### config.mk
export PLATFORM = sky130hd
export DESIGN_NAME = instr_encoder_loader
export DESIGN_NICKNAME = d
export VERILOG_FILES = /design/src/rtl/instr_encoder_loader.sv
export SDC_FILE = /design/constraint.sdc
export NUM_CORES = 1
export LEC_CHECK = 0
export CORE_MARGIN = 2
export CORE_UTILIZATION = 54
export CTS_CLUSTER_DIAMETER = 100
export CTS_CLUSTER_SIZE = 28
export DETAILED_ROUTE_END_ITERATION = 10
export PLACE_DENSITY = 0.79
export SYNTH_ARGS = -nofsm -noshare
export SYNTH_HDL_FRONTEND = slang
export SYNTH_SLANG_ARGS = --single-unit
export TNS_END_PERCENT = 30
### constraint.sdc
create_clock -name clock -period 3.94 [get_ports clock]
set_clock_uncertainty 0.05 [all_clocks]
set_input_delay 0.591 -clock clock [delete_from_list [all_inputs] [get_ports clock]]
set_output_delay 0.591 -clock clock [all_outputs]
set_load 0.05 [all_outputs]
### src/rtl/instr_encoder_loader.sv
// Packs instruction requests into 32-bit processor words, queues them in a small FIFO
// and streams them into instruction memory at consecutive addresses for program load.
module instr_encoder_loader #(
   parameter int FIFO_AW   = 2,
   parameter int IMEM_AW   = 12,
   parameter int BASE_ADDR = 0
) (
   input  logic               clock,
   input  logic               reset,
   input  logic               start,
   input  logic               finish,
   input  logic               in_valid,
   output logic               in_ready,
   input  logic [1:0]         in_kind,
   input  logic [4:0]         in_rd,
   input  logic [4:0]         in_rs,
   input  logic [4:0]         in_rt,
   input  logic [4:0]         in_shamt,
   input  logic [4:0]         in_aluop,
   input  logic [16:0]        in_imm,
   output logic               imem_we,
   input  logic               imem_wready,
   output logic [IMEM_AW-1:0] imem_addr,
   output logic [31:0]        imem_wdata,
   output logic               busy,
   output logic               done,
   output logic               err,
   output logic [IMEM_AW:0]   count
);

   localparam int DEPTH = 1 << FIFO_AW;

   typedef enum logic [1:0] {
      S_IDLE = 2'd0,
      S_LOAD = 2'd1,
      S_DONE = 2'd2,
      S_ERR  = 2'd3
   } state_t;

   function automatic logic [31:0] encode(input logic [1:0]  kind,
                                          input logic [4:0]  rd,
                                          input logic [4:0]  rs,
                                          input logic [4:0]  rt,
                                          input logic [4:0]  shamt,
                                          input logic [4:0]  aluop,
                                          input logic [16:0] imm);
      case (kind)
         2'd0:    encode = {5'b00000, rd, rs, rt, shamt, aluop, 2'b00};
         2'd1:    encode = {5'b00101, rd, rs, imm};
         2'd2:    encode = {5'b01000, rd, rs, imm};
         2'd3:    encode = {5'b00111, rd, rs, imm};
         default: encode = 32'd0;
      endcase
   endfunction

   state_t             state_q, state_d;
   logic [IMEM_AW:0]   addr_q, addr_d;
   logic [IMEM_AW:0]   count_q, count_d;
   logic               fin_q, fin_d;
   logic [FIFO_AW-1:0] wr_ptr_q, wr_ptr_d;
   logic [FIFO_AW-1:0] rd_ptr_q, rd_ptr_d;
   logic [FIFO_AW:0]   occ_q, occ_d;
   logic [31:0]        mem_q [DEPTH];
   logic [31:0]        mem_d [DEPTH];

   logic empty_s, full_s, ovf_s, ready_s, we_s, push_s, pop_s;

   // The extra address bit marks "top word already written" so the counter never wraps.
   assign empty_s = (occ_q == '0);
   assign full_s  = (occ_q == (FIFO_AW+1)'(DEPTH));
   assign ovf_s   = addr_q[IMEM_AW];
   assign ready_s = (state_q == S_LOAD) & ~full_s & ~fin_q;
   assign we_s    = (state_q == S_LOAD) & ~empty_s & ~ovf_s;
   assign push_s  = in_valid & ready_s;
   assign pop_s   = we_s & imem_wready;

   assign in_ready   = ready_s;
   assign imem_we    = we_s;
   assign imem_addr  = addr_q[IMEM_AW-1:0];
   assign imem_wdata = mem_q[rd_ptr_q];
   assign busy       = (state_q == S_LOAD);
   assign done       = (state_q == S_DONE);
   assign err        = (state_q == S_ERR);
   assign count      = count_q;

   always_comb begin
      state_d  = state_q;
      addr_d   = addr_q;
      count_d  = count_q;
      fin_d    = fin_q;
      wr_ptr_d = wr_ptr_q;
      rd_ptr_d = rd_ptr_q;
      occ_d    = occ_q;
      mem_d    = mem_q;
      case (state_q)
         S_LOAD: begin
            fin_d = fin_q | finish;
            if (ovf_s && (!empty_s || push_s)) begin
               state_d  = S_ERR;
               wr_ptr_d = '0;
               rd_ptr_d = '0;
               occ_d    = '0;
            end else begin
               if (push_s) begin
                  mem_d[wr_ptr_q] = encode(in_kind, in_rd, in_rs, in_rt, in_shamt, in_aluop, in_imm);
                  wr_ptr_d        = wr_ptr_q + FIFO_AW'(1);
               end
               if (pop_s) begin
                  rd_ptr_d = rd_ptr_q + FIFO_AW'(1);
                  addr_d   = addr_q + (IMEM_AW+1)'(1);
                  count_d  = count_q + (IMEM_AW+1)'(1);
               end
               occ_d = occ_q + (FIFO_AW+1)'(push_s) - (FIFO_AW+1)'(pop_s);
               // finish may arrive together with the final pop
               if ((fin_q || finish) && (occ_d == '0)) begin
                  state_d = S_DONE;
               end else begin
                  state_d = S_LOAD;
               end
            end
         end
         default: begin
            if (start) begin
               state_d  = S_LOAD;
               addr_d   = (IMEM_AW+1)'(BASE_ADDR);
               count_d  = '0;
               fin_d    = 1'b0;
               wr_ptr_d = '0;
               rd_ptr_d = '0;
               occ_d    = '0;
            end else begin
               state_d = state_q;
            end
         end
      endcase
   end

   always_ff @(posedge clock or negedge reset) begin
      if (!reset) begin
         state_q  <= S_IDLE;
         addr_q   <= (IMEM_AW+1)'(BASE_ADDR);
         count_q  <= '0;
         fin_q    <= 1'b0;
         wr_ptr_q <= '0;
         rd_ptr_q <= '0;
         occ_q    <= '0;
         for (int i = 0; i < DEPTH; i++) mem_q[i] <= 32'd0;
      end else begin
         state_q  <= state_d;
         addr_q   <= addr_d;
         count_q  <= count_d;
         fin_q    <= fin_d;
         wr_ptr_q <= wr_ptr_d;
         rd_ptr_q <= rd_ptr_d;
         occ_q    <= occ_d;
         mem_q    <= mem_d;
      end
   end

endmodule
After elaboration in Yosys (flattened, before gate mapping)
Cells that the tools add are included.

Bits in registers: 164. Word-level logic and storage cells: 92.

Add/subtract/negate cells: 6. Order comparisons: 3. Equality and inequality tests: 11. Muxes and demuxes: 33. Bitwise gates (word level): 14. Reductions and logical operators: 14.

Operators with widths (count): $mux W32 (6); $bwmux W128 (1); $pmux W32 S4 (1); $mux W13 (7); $bmux W32 S2 (1); $demux W32 S2 (1); $add A13 B1 Y13 const B (2); $mux W2 (11); $mux W3 (3); $eq A2 B2 Y1 const B (4); $and A1 B1 Y1 (6); $ge A3 B3 Y1 const B (2); $logic_not A3 Y1 (2); $ne A3 B1 Y1 const B (2); $not A2 Y3 (2); $reduce_and A3 Y1 (2); $not A1 Y1 (5); $add A2 B1 Y2 const B (2); $eq A2 B1 Y1 const B (2); $reduce_and A2 Y1 (2); $add A3 B1 Y3 (1); $eq A3 B3 Y1 const B (1); $logic_and A1 B1 Y1 (3); $lt A3 B1 Y1 const B (1); other kinds (9) (11).

Longest topological paths before layout
Word-level depth: 12. Gate-level depth with buffers: 14. Gate-level depth less buffers: 12.

Worst setup path before layout
No wires, ideal clock.

Kind: reg2reg. Start: register occ_q[1]. End: register state_q[1]. Setup time: 0.140 ns. Data arrival time: 2.764 ns. Slack: 0.986 ns. Cell stages (with the launch flop): 15. Period minus slack after synthesis: 2.954 ns. Cell sequence: dfrtp_1 > or3_1 > buf_2 > nand2_1 > inv_1 > buf_2 > ha_1 > inv_1 > ha_1 > inv_1 > fa_1 > xnor2_1 > or2_2 > o2111ai_1 > a31oi_1.

Cells in the longest elaborated chain, start to end: 12. Elaborated cells on any way between the ends: 20. Classes of those cells: add/sub (2); eq/ne (1); mux (3); bitwise (8); reduce/logical (6).

RTL lines: start, declared (line 62) `logic [FIFO_AW:0] occ_q, occ_d;`; start signal, assigned (line 146) `occ_q <= '0;`; start signal, assigned (line 155) `occ_q <= occ_d;`; $eq A3 B3 Y1 (line 70) `assign full_s = (occ_q == (FIFO_AW+1)'(DEPTH));`; $not A1 Y1 (line 72) `assign ready_s = (state_q == S_LOAD) & ~full_s & ~fin_q;`; $and A1 B1 Y1 (2 in series) (line 72); $and A1 B1 Y1 (line 74) `assign push_s = in_valid & ready_s;`; $add A3 B1 Y3 (line 113) `occ_d = occ_q + (FIFO_AW+1)'(push_s) - (FIFO_AW+1)'(pop_s);`; $sub A3 B1 Y3 (line 113); $logic_not A3 Y1 (line 115) `if ((fin_q || finish) && (occ_d == '0)) begin`; $logic_and A1 B1 Y1 (line 115); $mux W2 (line 115); $mux W2 (*) (line 98) `if (ovf_s && (!empty_s || push_s)) begin`; $mux W2 (*) (line 95) `case (state_q)`; end signal, assigned (line 149) `state_q <= state_d;`; end, declared (line 56) `state_t state_q, state_d;`.

Every way passes the cells marked *; elsewhere a longest branch is shown, timed or not. A chain may end at the register's enable or synchronous reset.

Worst setup path after layout
Start: register state_q[1]. End: output port busy.

Cells in the longest elaborated chain, start to end: 1.

RTL lines: $eq A2 B1 Y1 (line 81) `assign busy = (state_q == S_LOAD);`; end, declared (line 25) `output logic busy,`.

No other way between the ends.

==> out/qor.yml <==
run_status:
  status: "complete, no violations"
worst_setup_path:
  required_ps: 3300
  crit_chain: "nand2b_1 -> inv_1 -> clkdlybuf4s50_1"
  cp_max_fo: 12
  path_class: "reg -> out"
  cp-start-kind: "flop"
  slowest_stage: "clkdlybuf4s50_1"
  cp.arrival_ps: 2570
  crit_path_end_kind: "output port"
  slowest_delay_ps: 880
route:
  routedWlPerCell_um: 18.37
  vias: 5412
  drcViolationCount: 0
  vias_per_cell: 5.934
  drtAntennaViolNets: 0
  drtPass1Iterations: 5
  routed_wl_um: 16760
  dr.first_iter.drc_count: 409
worst_hold_path:
  hold_path_class: "in -> async"
yosys:
  syn_avg_cell_area_um2: 11.56
  synth-xor-area-share: 0.007114
  yosys_warnings: 0
  syn_inst: 639
  ys_seq_elements: 156
  netlist_area_um2: 7387
  synthAdderAreaFrac: 0.01626
  synthSimpleGateAreaFrac: 0.1145
  synth_top_area_cell: "dfrtp_1"
  synth.area.top_cells: "dfrtp_1, mux4_2, mux2_2, o21ai_0, nand2_1"
  synth-compound-area-share: 0.09790
  ys_seq_area_frac: 0.5285
  synth_nets: 698
  synth_mux_area_frac: 0.1890
  ys_types: 55
  synthFlopType: "dfrtp_1"
  synth_top_family_by_area: "multiplexers"
  synth_top_area_share: 0.5285
  async_flop_share: 1.000
  synth_edf_count: 0
layout:
  final_common_cell: "dfrtp_1"
  layout_common_cells: "dfrtp_1, clkdlybuf4s50_1, nand2_1"
  fillerInstances: 977
  fin_util: 0.6802
  antenna_cells: 0
  fin_area_um2: 9044
  drive_above_1_share: 0.1685
  register_area_um2: 3905
  multiInputGateArea_um2: 3142
  area_growth_pct: 22.43
  fin_nets: 783
die:
  initial_utilization: 0.5556
  die_x_um: 121.0
  dieArea_um2: 14630
  dieHeight_um: 121.0
  num_rows: 42
  coreArea_um2: 13300
  io-pin-count: 112
sta:
  tightest_slew_ps: 1069
  maxSlewViolCount: 0
  setup-tns-final_ps: 0
  rsz0062_at_grt: "no"
  fmax_ghz: 0.3112
  slew_headroom: 0.2876
  fin_ws_ps: 727.1
  finalHoldViolations: 0
  setup_viol_count_final: 0
  period_needed_ps: 3213
  finalCritPeriodShare: 0.8155
cts:
  cts_buffer_depth: 2
  clock-root-buffer: "clkbuf_16"
  cts_hold_buffers: 0
  post_cts_resized: 0
  h-tree-depth: 4
  cts_tree: "done"
  cts_made_buffers: 17
  clk_pin_slew_worst_paths_ps: 60
  clock_latency_ps: 420
  cts.sinks: 156
  post_cts_buffers: 0
global_routing:
  antenna_found_initial: 0
  gr-usage-met2: 0.3971
  grt_pass1_wl_um: 27900
  grt_max_degree: 119
  grt-busiest-layer: "met2"
  grtUsageMet1: 0.3347
  grt_overflow: 0
  grt_pass1_vias: 5589
  track_usage: 0.2460
  met3_usage: 0.04981
pwr:
  power.density_nw_per_um2: 761.5
  leakagePower_nw: 3.954
  power.internal_mw: 4.179
  ir_drop_v: 0.0003895
  p_sw_frac: 0.3931
  seq_power_share: 0.344
  power_switching_mw: 2.708
  pwr-share-clk: 0.221
  combPwrFrac: 0.436
placed_design:
  io_buffers: 110
  place_congestion: 0.8185
  placed_area_um2: 8498
  pre_cts_ws_ps: 458.2
  dp_hpwl_um: 10770
job:
  cap_violations: 0
## worst max-delay path: cells and delay by family, from the launching register on
family        cells  cell delay (ps)
simple gates      1              390
buf+inv           2             1270
flops             1              480
## stage by stage
step / hold slack (ps) / std cells / power (mW)
finish: 261.8 / 912 / 6.887
global route: 364.1 / 912 / 7.254
CTS: 335.8 / 912 / 6.932
detailed placement: 418.0 / 881 / 5.398
global placement: 406.6 / 881 / 5.267
floorplan: 245.4 / 639 / 4.492
## area by class of cell
class | count | area share
Clock inverter | 8 | 0.007471
Timing Repair Buffer | 120 | 0.1316
Inverter | 11 | 0.004566
Multi-Input combinational cell | 418 | 0.3474
Sequential cell | 156 | 0.4318
Clock buffer | 23 | 0.05285
Tap cell | 176 | 0.02435
## Yosys cell counts (9+ instances only)
| cell type | n |
|---|---|
| nand3_1 | 9 |
| mux2_2 | 46 |
| mux4_2 | 30 |
| inv_1 | 11 |
| a31oi_1 | 9 |
| clkbuf_1 | 12 |
| a21oi_1 | 9 |
| buf_4 | 19 |
| o21ai_0 | 94 |
| mux2i_1 | 18 |
| buf_2 | 20 |
| nand2_1 | 99 |
| nor2_1 | 17 |
| dfrtp_1 | 156 |
## sequential cells by signal (all words and copies together), names as in the netlist
name and cells:
addr_q 13, count 13, fin_q 1, mem_q 120, occ_q 3, rd_ptr_q 2, state_q 2, wr_ptr_q 2
## logic make-up (layout without fill, tap and decap cells)
logic type | count (synthesis) | after routing
xor gates and xnor gates | 6 | 6
and+or+nand+nor | 174 | 174
DFF | 156 | 156
AOI/OAI and AO/OA | 132 | 132
muxes | 96 | 96
adders and majority gates | 9 | 9
buffers and inverters | 65 | 162
other | 1 | 1
## routing by layer
| layer | share of wire | routed length (µm) |
|---|---|---|
| met5 | 0 | 0 |
| met4 | 0.011 | 180 |
| met3 | 0.053 | 890 |
| met2 | 0.51 | 8487 |
| met1 | 0.43 | 7199 |
## path summary, 6_finish.rpt
kind / end / slack (ps) / from / cells after the start
min: mem_q[121]$_DFFE_PN0P_ / 260 / reset / 1
max reg2reg: state_q[1]$_DFFE_PN0P_ / 900 / occ_q[1]$_DFFE_PN0P_ / 12
max: busy / 730 / state_q[1]$_DFFE_PN0P_ / 3
min reg2reg: mem_q[112]$_DFFE_PN0P_ / 430 / mem_q[112]$_DFFE_PN0P_ / 2
max in group asynchronous: mem_q[14]$_DFFE_PN0P_ / 2640 / reset / 2
min in group clock: mem_q[112]$_DFFE_PN0P_ / 430 / mem_q[112]$_DFFE_PN0P_ / 2
## power by group through the flow
stage | combinational [mW] | clock [mW] | sequential [mW]
2_1_floorplan | 2.18 | 0 | 2.32
3_3_place_gp | 2.93 | 0 | 2.33
3_5_place_dp | 3.01 | 0 | 2.39
4_1_cts | 3.02 | 1.55 | 2.36
5_1_grt | 3.21 | 1.62 | 2.43
6_report | 3.00 | 1.52 | 2.37
(Power assumes the default switching activity.)
